--- src/rtl/piccolo_pkg.sv ---
// Shared definitions for the Piccolo-128 block feeder: widths, default core
// latency and the feeder FSM state encoding.
package piccolo_pkg;

    localparam int unsigned PICCOLO_BLK_W    = 64;
    localparam int unsigned PICCOLO_WORD_W   = 32;
    localparam int unsigned PICCOLO_CORE_LAT = 2;

    typedef enum logic [2:0] {
        S_FILL0,
        S_FILL1,
        S_LOAD,
        S_WAIT,
        S_HOLD
    } feeder_state_t;

endpackage

--- src/rtl/piccolo_block_feeder.sv ---
// Assembles a 64-bit plaintext from two bus words, pulses the core load, waits
// a fixed core latency, then holds the captured ciphertext under valid/ready.
module piccolo_block_feeder
    import piccolo_pkg::*;
#(
    parameter int unsigned CORE_LAT = PICCOLO_CORE_LAT
) (
    input  logic                      clk,
    input  logic                      reset,
    input  logic                      in_valid,
    output logic                      in_ready,
    input  logic [0:PICCOLO_WORD_W-1] in_data,
    output logic                      core_load,
    output logic [0:PICCOLO_BLK_W-1]  core_plaintext,
    input  logic [0:PICCOLO_BLK_W-1]  core_ciphertext,
    output logic                      out_valid,
    input  logic                      out_ready,
    output logic [0:PICCOLO_BLK_W-1]  out_data,
    output logic                      busy
);

    localparam logic [3:0] CNT_INIT = 4'(CORE_LAT - 1);

    feeder_state_t state, state_next;
    logic [3:0]    cnt, cnt_next;
    logic          take_hi, take_lo, capture;

    always_ff @(posedge clk) begin
        if (!reset) begin
            state          <= S_FILL0;
            cnt            <= '0;
            core_plaintext <= '0;
            out_data       <= '0;
        end else begin
            state <= state_next;
            cnt   <= cnt_next;
            if (take_hi)
                core_plaintext[0:PICCOLO_WORD_W-1] <= in_data;
            if (take_lo)
                core_plaintext[PICCOLO_WORD_W:PICCOLO_BLK_W-1] <= in_data;
            if (capture)
                out_data <= core_ciphertext;
        end
    end

    // Handshake outputs decode from state only; in_valid/out_ready only steer
    // the next state and the data enables.
    always_comb begin
        state_next = state;
        cnt_next   = cnt;
        take_hi    = 1'b0;
        take_lo    = 1'b0;
        capture    = 1'b0;
        in_ready   = 1'b0;
        core_load  = 1'b0;
        out_valid  = 1'b0;
        busy       = 1'b0;
        case (state)
            S_FILL0: begin
                in_ready = 1'b1;
                if (in_valid) begin
                    take_hi    = 1'b1;
                    state_next = S_FILL1;
                end
            end
            S_FILL1: begin
                in_ready = 1'b1;
                if (in_valid) begin
                    take_lo    = 1'b1;
                    state_next = S_LOAD;
                end
            end
            S_LOAD: begin
                core_load  = 1'b1;
                busy       = 1'b1;
                cnt_next   = CNT_INIT;
                state_next = S_WAIT;
            end
            S_WAIT: begin
                busy = 1'b1;
                if (cnt == 4'd0) begin
                    capture    = 1'b1;
                    state_next = S_HOLD;
                end else begin
                    cnt_next = cnt - 4'd1;
                end
            end
            S_HOLD: begin
                out_valid = 1'b1;
                if (out_ready)
                    state_next = S_FILL0;
            end
            default: state_next = S_FILL0;
        endcase
    end

endmodule

--- config.mk ---
export PLATFORM = sky130hd
export DESIGN_NAME = piccolo_block_feeder
export DESIGN_NICKNAME = d
export VERILOG_FILES = /design/src/rtl/piccolo_pkg.sv /design/src/rtl/piccolo_block_feeder.sv
export SDC_FILE = /design/constraint.sdc
export NUM_CORES = 1
export LEC_CHECK = 0
export ABC_AREA = 1
export ABC_CLOCK_PERIOD_IN_PS = 1960
export CAP_MARGIN = 10
export CELL_PAD_IN_SITES_DETAIL_PLACEMENT = 0
export CELL_PAD_IN_SITES_GLOBAL_PLACEMENT = 1
export CORE_UTILIZATION = 29
export CTS_BUF_LIST = sky130_fd_sc_hd__clkbuf_4 sky130_fd_sc_hd__clkbuf_8
export DETAILED_ROUTE_END_ITERATION = 10
export PLACE_DENSITY_LB_ADDON = 0.08
export SETUP_SLACK_MARGIN = 0.1
export SYNTH_ARGS = -nofsm -noshare
export SYNTH_HDL_FRONTEND = slang
export SYNTH_SLANG_ARGS = --single-unit
--- constraint.sdc ---
create_clock -name clk -period 1.96 [get_ports clk]
set_clock_uncertainty 0.2 [all_clocks]
set_input_delay 0.392 -clock clk [delete_from_list [all_inputs] [get_ports clk]]
set_output_delay 0.392 -clock clk [all_outputs]
set_load 0.01 [all_outputs]
# Word level (Yosys, flattened, before mapping)
# Cells that the tools add are included.
# W data, S select, Z words.
op_classes:
  eq_ne: 9
  n_reduce_logical: 7
  muxes: 16
  add_sub_neg: 1
op_table:
  columns: ["cell", "count"]
  rows:
  - ["$pmux W3 S5", 1]
  - ["$mux W3", 4]
  - ["$ne A2 B2 Y1 const B", 5]
  - ["$mux W1", 9]
  - ["$pmux W4 S2", 1]
  - ["$eq A3 B2 Y1 const B", 2]
  - ["$logic_not A4 Y1", 1]
  - ["$mux W4", 1]
  - ["$reduce_and A4 Y1", 1]
  - ["$reduce_or A2 Y1", 2]
  - ["$sub A4 B1 Y4 const B", 1]
  - ["$eq A3 B1 Y1 const B", 1]
  - ["$eq A3 B3 Y1 const B", 1]
  - ["$logic_not A3 Y1", 1]
  - ["$reduce_and A2 Y1", 1]
  - ["$reduce_bool A2 Y1", 1]
totals:
  input_bits: 100
  out_inout_bits: 132
  elab_cells: 38
  ff_bits: 135

# Longest topological paths before layout
# Gate-level depths: netlist of the first run.
depth:
  word_depth: 3
  mapped_depth: 10
  depth_no_buf: 10

# Worst setup path after synthesis of the first run
# Ideal clock, no wire load.
synth_timing:
  path_type: "register to register"
  startpoint: "register cnt[0]"
  endpoint: "register out_data[31] (netlist bit)"
  path_stages_with_launch: 9
  n_path_buf: 2
  period_less_slack_ns: 1.499
  slack_ns: 0.461
  arrival_time_ns: 1.183
  setup_ns: 0.116
  cell_sequence: "dfxtp_1 -> inv_1 -> ha_1 -> nand2_1 -> nor2_4 -> buf_6 -> buf_8 -> o21ai_0 -> nor2_1"
synth_between:
  elab_chain_cells: 3
synth_lines:
  columns: ["element", "line", "source"]
  rows:
  - ["start, declared", "piccolo_block_feeder.sv:25", "logic [3:0] cnt, cnt_next;"]
  - ["start signal, assigned", "piccolo_block_feeder.sv:36", "cnt <= cnt_next;"]
  - ["$logic_not A4 Y1", "piccolo_block_feeder.sv:81", "if (cnt == 4'd0) begin"]
  - ["$mux W1", "piccolo_block_feeder.sv:81", null]
  - ["$mux W1", "piccolo_block_feeder.sv:58", "case (state)"]
  - ["end signal, assigned", "piccolo_block_feeder.sv:42", "out_data <= core_ciphertext;"]
  - ["end, declared", "piccolo_block_feeder.sv:18", "output logic [0:PICCOLO_BLK_W-1] out_data,"]
# No other way between the ends.
# A chain may end at the register's enable or synchronous reset.

# Worst setup path after layout of the first run
layout_timing:
  startpoint: "register state[0]"
  endpoint: "output busy"
layout_between:
  elab_chain_cells: 3
  elab_cells_between_ends: 4
layout_lines:
  columns: ["element", "line", "source"]
  rows:
  - ["start, declared", "piccolo_block_feeder.sv:24", "feeder_state_t state, state_next;"]
  - ["start signal, assigned", "piccolo_block_feeder.sv:35", "state <= state_next;"]
  - ["$eq A3 B2 Y1", "piccolo_block_feeder.sv:58", null]
  - ["$reduce_or A2 Y1 (no source line) *", null, null]
  - ["$mux W1 *", "piccolo_block_feeder.sv:58", null]
  - ["end, declared", "piccolo_block_feeder.sv:19", "output logic busy"]
# Mark *: on every way between the ends. The rest lies on a longest branch, timed or not.

==> summary.md, run 1 <==
| Metric | Value |
|---|---|
| Outcome | finished, final reports clean |
| Final cell utilization of the core | 0.464 |
| Routed WL per cell | about 14 µm |
| Gpl congestion | between 0.7 and 0.8 |
| CTS tree | yes |
| Reg clk slew, reported paths | about 0.07 ns |
| Worst Hold End | state[0]$_SDFFE_PN0P_ |
| Crit end category | primary output |
| Clock sinks | around 140 |
| Slew headroom | 0.764 |
| EDFF count, synth | 0 |
| Global-route wire length before repair | around 23000 µm |
| Total CTS buffers | 17 |
| Synth warnings | 0 |
| Sequential fraction of the synthesis area | 0.549 |
| Diodes inserted | 0 |
| Initial DRC Count | between 150 and 200 |
| Post-DP HPWL | approximately 10000 µm |
| Cells after Synth | around 620 |
| Final period util | 0.931 |
| WHS Path Cells | 3 |
| Tmin final | approximately 1.8 ns |
| Tightest Hold Check Type | input port to register |
| Gr ovfl total | 0 |
| Netlist cell types | 22 |
| Largest area contributor in the netlist | dfxtp_1 |
| Die ar. | about 0.017 mm² |
| Crit start category | register |
| RSZ-0062 raised after global routing | yes |
| Final setup violation count | 0 |
| Final Hold Fails | 0 |
| Setup Crit Path Kind | register to primary output |
| Max Cap Viol | 0 |
| Post-CTS Hold Buffers | 0 |
| Syn Nets | between 700 and 800 |
| Crit path required time | roughly 1.4 ns |
| CP Max Fanout | 4 |
| Reg2reg start | cnt[0]$_SDFFE_PN0P_ |
| Commonest cells in the netlist | nor2_1 (201), dfxtp_1 (135), o21ai_0 (102) |
| Worst hold start | reset |
| Vias in the first global route | ~4.6k |
| # IOs | ~230 |
| Detail Route Antenna Nets | 0 |
| Path depth of the worst reg2reg path | 8 |
| Die W | 132 µm |
| Area grow syn2layout | 56.4% |
| Synth top area cells | dfxtp_1 (55%), nor2_1 (15%), o21ai_0 (10%), a21oi_1 (3.7%), inv_1 (3.2%) |
| Maximum vdd drop | approximately 0.00036 V |
| # port buffers | 231 |
| Residual DRC count | 0 |
| Starting Density | 0.297 |
| Share of the synthesized area in the top cell type | 0.549 |
| Initial DRT Pass Iterations | 4 |
| Placeable Area | between 0.015 and 0.02 mm² |
| Post-synth ARST share | 0 |
| Avg Synthesized Cell Area | 7.97 µm² |
| Final Net Count | between 900 and 1k |
| Post-Syn Area | ~0.0049 mm² |
| Max-slew violations | 0 |
| Flops & latches, synth | about 140 |
| Clk buf depth | 2 |
| Drt via density | roughly 4.3 |
| Pleak | between 3 and 4 nW |
| Largest net degree at the start of global routing | 44 |
| Power Density | 885 mW/mm² |
| R2R Setup Slk | about 0.22 ns |
| Fin Setup TNS | 0 ns |
| Worst skew pair latency | 0.43 ns |
| Cell with the most instances after synthesis | nor2_1 |
| Total global-route track usage | 0.169 |
| CP Data Arrival Time | around 1.2 ns |
| Vias | ~4.6k |
| # rows | 47 |
| Die Y | around 130 µm |
| Worst-Margin Slew | between 0.3 and 0.4 ns |
| Fraction of layout cells with a size suffix above 1 | 0.0805 |
| RR Endpoint | out_data[26]$_SDFFE_PN0P_ |
| Achievable frequency | 0.548 GHz |
| Antenna violations before repair | 0 |
| Routed WL | roughly 15000 µm |
| Top FF cell, synth | dfxtp_1 |
| Dpl cells | between 1k and 1.5k |
| Root Buffer | clkbuf_8 |
| Final cell count without fillers | around 1.1k |
| CTS H-Tree Depth | 4 |
[repair_timing]
action                                  4_1_cts  5_1_grt
resized for setup                           153        6
gates cloned                                  0        0
setup buffers                                 4        2
endpoints found under the setup margin      132       26
pin swaps                                     3        2
[sequential cells by signal, indices dropped and copies added, names as in the netlist]
register	count
cnt	4
core_plaintext	64
out_data	64
state	3
[layout by cell type, fill, tap and decap left out, drive strengths merged]
| cell type | n |
|---|---|
| ha | 1 |
| buf | 27 |
| nor2 | 205 |
| a31oi | 1 |
| bufinv | 1 |
| o22ai | 1 |
| and2 | 1 |
| inv | 44 |
| clkinv | 1 |
| nand3 | 5 |
| o21ai | 129 |
| clkinvlp | 1 |
| a21oi | 36 |
| nand2 | 18 |
| clkbuf | 24 |
| clkdlybuf4s50 | 98 |
| dlygate4sd2 | 128 |
| dfxtp | 135 |
| nor3 | 1 |
[report_power, final]
part	total, mW	switching, mW	internal [mW]
Combinational	1.46	0.749	0.716
Sequential	3.16	0.138	3.03
Clock	2.18	0.996	1.18
Total	6.81	1.88	4.93
[per-stage QoR]
stage / power, mW / setup slack [ns] / area, µm² / hold WS [ns]
after global placement: 4.83 / 0.123 / 7420 / 0.229
after floorplan: 3.90 / 0.461 / 4920 / 0.268
after detailed placement: 4.85 / 0.0504 / 7420 / 0.235
after global routing: 7.20 / 0.0533 / 7690 / 0.162
after CTS: 6.90 / 0.0313 / 7670 / 0.131
final: 6.81 / 0.136 / 7690 / 0.168
[worst max-delay path, cell delays in order (launching register included)]
cell and delay [ns]:
dfxtp_4 0.38, nand2_2 0.05, nor2_2 0.13, inv_2 0.05
nand2_1 0.06, buf_2 0.13
[how the worst max path moves through the flow]
stage                          start                   endpoint  slack, ns  cells past startpoint
2_1_floorplan    cnt[0]$_SDFFE_PN0P_  out_data[31]$_SDFFE_PN0P_       0.46                      8
3_3_place_gp   state[2]$_SDFFE_PN0P_                       busy       0.12                      4
3_5_place_dp   state[2]$_SDFFE_PN0P_                  core_load       0.05                      4
4_1_cts        state[0]$_SDFFE_PN0P_                  core_load       0.03                      4
5_1_grt        state[0]$_SDFFE_PN0P_                       busy       0.05                      5
6_report       state[0]$_SDFFE_PN0P_                       busy       0.14                      5
[cell type report]
type / count / area, µm²
Clock buffer: 24 / 324
Clock inverter: 3 / 42.5
Fill cell: 1689 / 8890
Inverter: 44 / 165
Multi-Input combinational cell: 398 / 1760
Sequential cell: 135 / 2710
Tap cell: 220 / 275
Timing Repair Buffer: 253 / 2410
[logic make-up after synthesis]
| kind of cell | synth area share |
|---|---|
| DFF | 0.549 |
| AOI/OAI and AO/OA | 0.170 |
| adders and majority gates | 0.00254 |
| buffers and inverters | 0.0949 |
| and+or+nand+nor | 0.183 |
[metal layers]
metal  part of all wire  global-route usage  up-vias
li1                   -                   -     2425
met1               0.44               0.191     2064
met2               0.47               0.289      133
met3              0.077              0.0646       13
met4              0.014              0.0651        0
met5                  0                   0        -
Power figures use the tool's default switching activity.
==> run 2: changes to the inputs <==
--- a/config.mk
+++ b/config.mk
@@ -13,7 +13,7 @@
 export CORE_UTILIZATION = 29
 export CTS_BUF_LIST = sky130_fd_sc_hd__clkbuf_4 sky130_fd_sc_hd__clkbuf_8
 export DETAILED_ROUTE_END_ITERATION = 10
-export PLACE_DENSITY_LB_ADDON = 0.08
+export PLACE_DENSITY_LB_ADDON = 0.1
 export SETUP_SLACK_MARGIN = 0.1
 export SYNTH_ARGS = -nofsm -noshare
 export SYNTH_HDL_FRONTEND = slang
==> run 2 against run 1 <==
Against the previous run: critical path depth unchanged; worst hold slack improved by 0.024 ns; wire length increased by 2.2%; final area increased by 0.78%; die area unchanged; worst setup slack improved by 0.012 ns; sequential power about the same; final cell count increased by 0.65%; largest cell class unchanged.
==> summary.md, run 2 (synthesized netlist as in run 1, its figures left out) <==
| Metric | Value |
|---|---|
| Final hold slack | 0.191 ns (was 0.168 ns) |
| Residual DRC count | 0 (unchanged) |
| Crit-path slowest cell | dfxtp_4 (unchanged) |
| Dpl cells | 1043 (was 1044) |
| Routed WL per cell | 13.8 µm (was 13.6 µm) |
| Sw frac | 0.283 (was 0.276) |
| Die Y | 132 µm (unchanged) |
| CP cell instances | nand2_1 > nor2_2 > inv_2 > nand2_2 > buf_6 (was nand2_2 > nor2_2 > inv_2 > nand2_1 > buf_2) |
| Crit end category | primary output (unchanged) |
| Global-route wire length before repair | 22800 µm (was 23400 µm) |
| Area grow syn2layout | 57.6% (was 56.4%) |
| CTS tree | yes (unchanged) |
| Top Registers | core_plaintext: 64 flops, out_data: 64 flops, cnt: 4 flops (unchanged) |
| Initial DRC Count | 172 (was 157) |
| Worst-Margin Slew | 0.399 ns (was 0.354 ns) |
| Vias in the first global route | 4519 (was 4571) |
| Power Density | 905 mW/mm² (was 885 mW/mm²) |
| Antenna violations before repair | 0 (unchanged) |
| Crit start category | register (unchanged) |
| Fraction of layout cells with a size suffix above 1 | 0.0891 (was 0.0805) |
| Outcome | finished, final reports clean (unchanged) |
| Final Hold Fails | 0 (unchanged) |
| DR WL met3 | 1060 µm (was 1120 µm) |
| Most common cell after layout, fill and taps aside | nor2_1 (unchanged) |
| Achievable frequency | 0.552 GHz (was 0.548 GHz) |
| RSZ-0062 raised after global routing | yes (unchanged) |
| Tightest Hold Check Type | input port to register (unchanged) |
| Final Net Count | 952 (was 950) |
| Starting Density | 0.297 (unchanged) |
| Pleak | 3.83 nW (was 3.79 nW) |
| Met1 Routed Length | 6530 µm (was 6420 µm) |
| Worst skew pair latency | 0.44 ns (was 0.43 ns) |
| Psw | 1.99 mW (was 1.88 mW) |
| Final cell count without fillers | 1084 (was 1077) |
| Fin Setup TNS | 0 ns (unchanged) |
| Gpl congestion | 0.777 (was 0.734) |
| Vias | 4739 (was 4635) |
| Final setup violation count | 0 (unchanged) |
| Crit path required time | 1.37 ns (about the same) |
| Initial DRT Pass Iterations | 4 (unchanged) |
| Max layer used | met4 (unchanged) |
| # rows | 47 (unchanged) |
| Max-slew violations | 0 (unchanged) |
| Largest net degree at the start of global routing | 63 (was 44) |
| Comb power frac | 0.208 (was 0.215) |
| Clk buf depth | 2 (unchanged) |
| Clock Power Share | 0.341 (was 0.320) |
| Post-DP HPWL | 10100 µm (was 10200 µm) |
| Die ar. | 0.0175 mm² (unchanged) |
| Total CTS buffers | 17 (unchanged) |
| Routed WL | 15000 µm (was 14700 µm) |
| Length of routed met2 wiring | 7260 µm (was 6920 µm) |
| Most frequent cells in the layout | nor2_1 (201), dfxtp_1 (132), dlygate4sd2_1 (128) (unchanged) |
| Cell Area, Placed | 0.00738 mm² (was 0.00742 mm²) |
| Diodes inserted | 0 (unchanged) |
| Detail Route Antenna Nets | 0 (unchanged) |
| Setup Crit Path Kind | register to primary output (unchanged) |
| Die W | 132 µm (unchanged) |
| Gr ovfl total | 0 (unchanged) |
| Reg power frac | 0.451 (was 0.465) |
| Worst path max stage delay | 0.38 ns (about the same) |
| Slew headroom | 0.734 (was 0.764) |
| Total Power | 7.02 mW (was 6.81 mW) |
| Reg clk slew, reported paths | 0.07 ns (about the same) |
| Total global-route track usage | 0.167 (was 0.169) |
| Clock sinks | 135 (unchanged) |
| Placeable Area | 0.0166 mm² (unchanged) |
| Root Buffer | clkbuf_8 (unchanged) |
| # IOs | 232 (unchanged) |
| Maximum vdd drop | 0.000422 V (was 0.000361 V) |
| Drt via density | 4.37 (was 4.30) |
| Tmin final | 1.81 ns (was 1.82 ns) |
| # port buffers | 231 (unchanged) |
| Pint | 5.03 mW (was 4.93 mW) |
| CP Max Fanout | 4 (unchanged) |
| CTS H-Tree Depth | 4 (unchanged) |
| CP Data Arrival Time | 1.22 ns (was 1.23 ns) |
| Max Cap Viol | 0 (unchanged) |
| Final Cell Area | 0.00775 mm² (was 0.00769 mm²) |
| Final period util | 0.924 (was 0.931) |
## run 2: cell types whose count changed in the layout (fill, tap and decap cells not counted), sizes merged
cell	delta
clkinvlp	+3
clkinv	+2
buf	+1
bufinv	+1
clkbuf	-1
inv	+1
## run 2: worst paths after layout
| path | startpoint | end | slack [ns] | cells after the start |
|---|---|---|---|---|
| worst max-delay path | state[0]$_SDFFE_PN0P_ | busy | 0.15 | 5 |
| worst min-delay path | reset | state[0]$_SDFFE_PN0P_ | 0.19 | 3 |
| worst max register to register | cnt[0]$_SDFFE_PN0P_ | out_data[7]$_SDFFE_PN0P_ | 0.20 | 8 |
| worst min register to register | core_plaintext[27]$_SDFFE_PN0P_ | core_plaintext[27]$_SDFFE_PN0P_ | 0.24 | 2 |
## run 2: final cells by class
type	count	area, µm²
Fill cell	1658	8830
Sequential cell	135	2710
Timing Repair Buffer	255	2410
Multi-Input combinational cell	398	1770
Clock buffer	22	303
Tap cell	220	275
Inverter	44	165
Clock inverter	10	118
## run 2: per-stage QoR
| step | setup slack (ns) | util |
|---|---|---|
| global placement | 0.113 | 0.445 |
| floorplan | 0.461 | - |
| finish | 0.148 | 0.468 |
| CTS | 0.103 | 0.464 |
| global route | 0.0541 | 0.468 |
| detailed placement | 0.0550 | 0.445 |
## run 2: critical path: cells and delay by family (launching register included)
family                 cells  cell delay (ns)
AND/OR/NAND/NOR            3             0.26
buffers and inverters      2             0.16
flip-flops                 1             0.38
## run 2: power by group through the flow
| stage | registers [mW] | logic [mW] | clock network, mW |
|---|---|---|---|
| finish | 3.16 | 1.46 | 2.39 |
| global route | 3.20 | 1.61 | 2.59 |
| CTS | 3.16 | 1.45 | 2.47 |
| detailed placement | 3.23 | 1.60 | 0 |
| global placement | 3.22 | 1.59 | 0 |
| floorplan | 3.34 | 0.558 | 0 |
## run 2: routing by layer
| layer | global-route usage | up-vias |
|---|---|---|
| li1 | - | 2442 |
| met1 | 0.191 | 2129 |
| met2 | 0.285 | 151 |
| met3 | 0.0654 | 17 |
| met4 | 0.0536 | 0 |
| met5 | 0 | - |
## run 2: timing repair
item | in CTS | in global routing
hold endpoints to repair | 0 | 0
resized for setup | 157 | 4
buffers inserted | 6 | 2
pin swaps | 1 | 1
endpoints found under the setup margin | 132 | 51
gates cloned | 0 | 1
hold buffers | 0 | 0
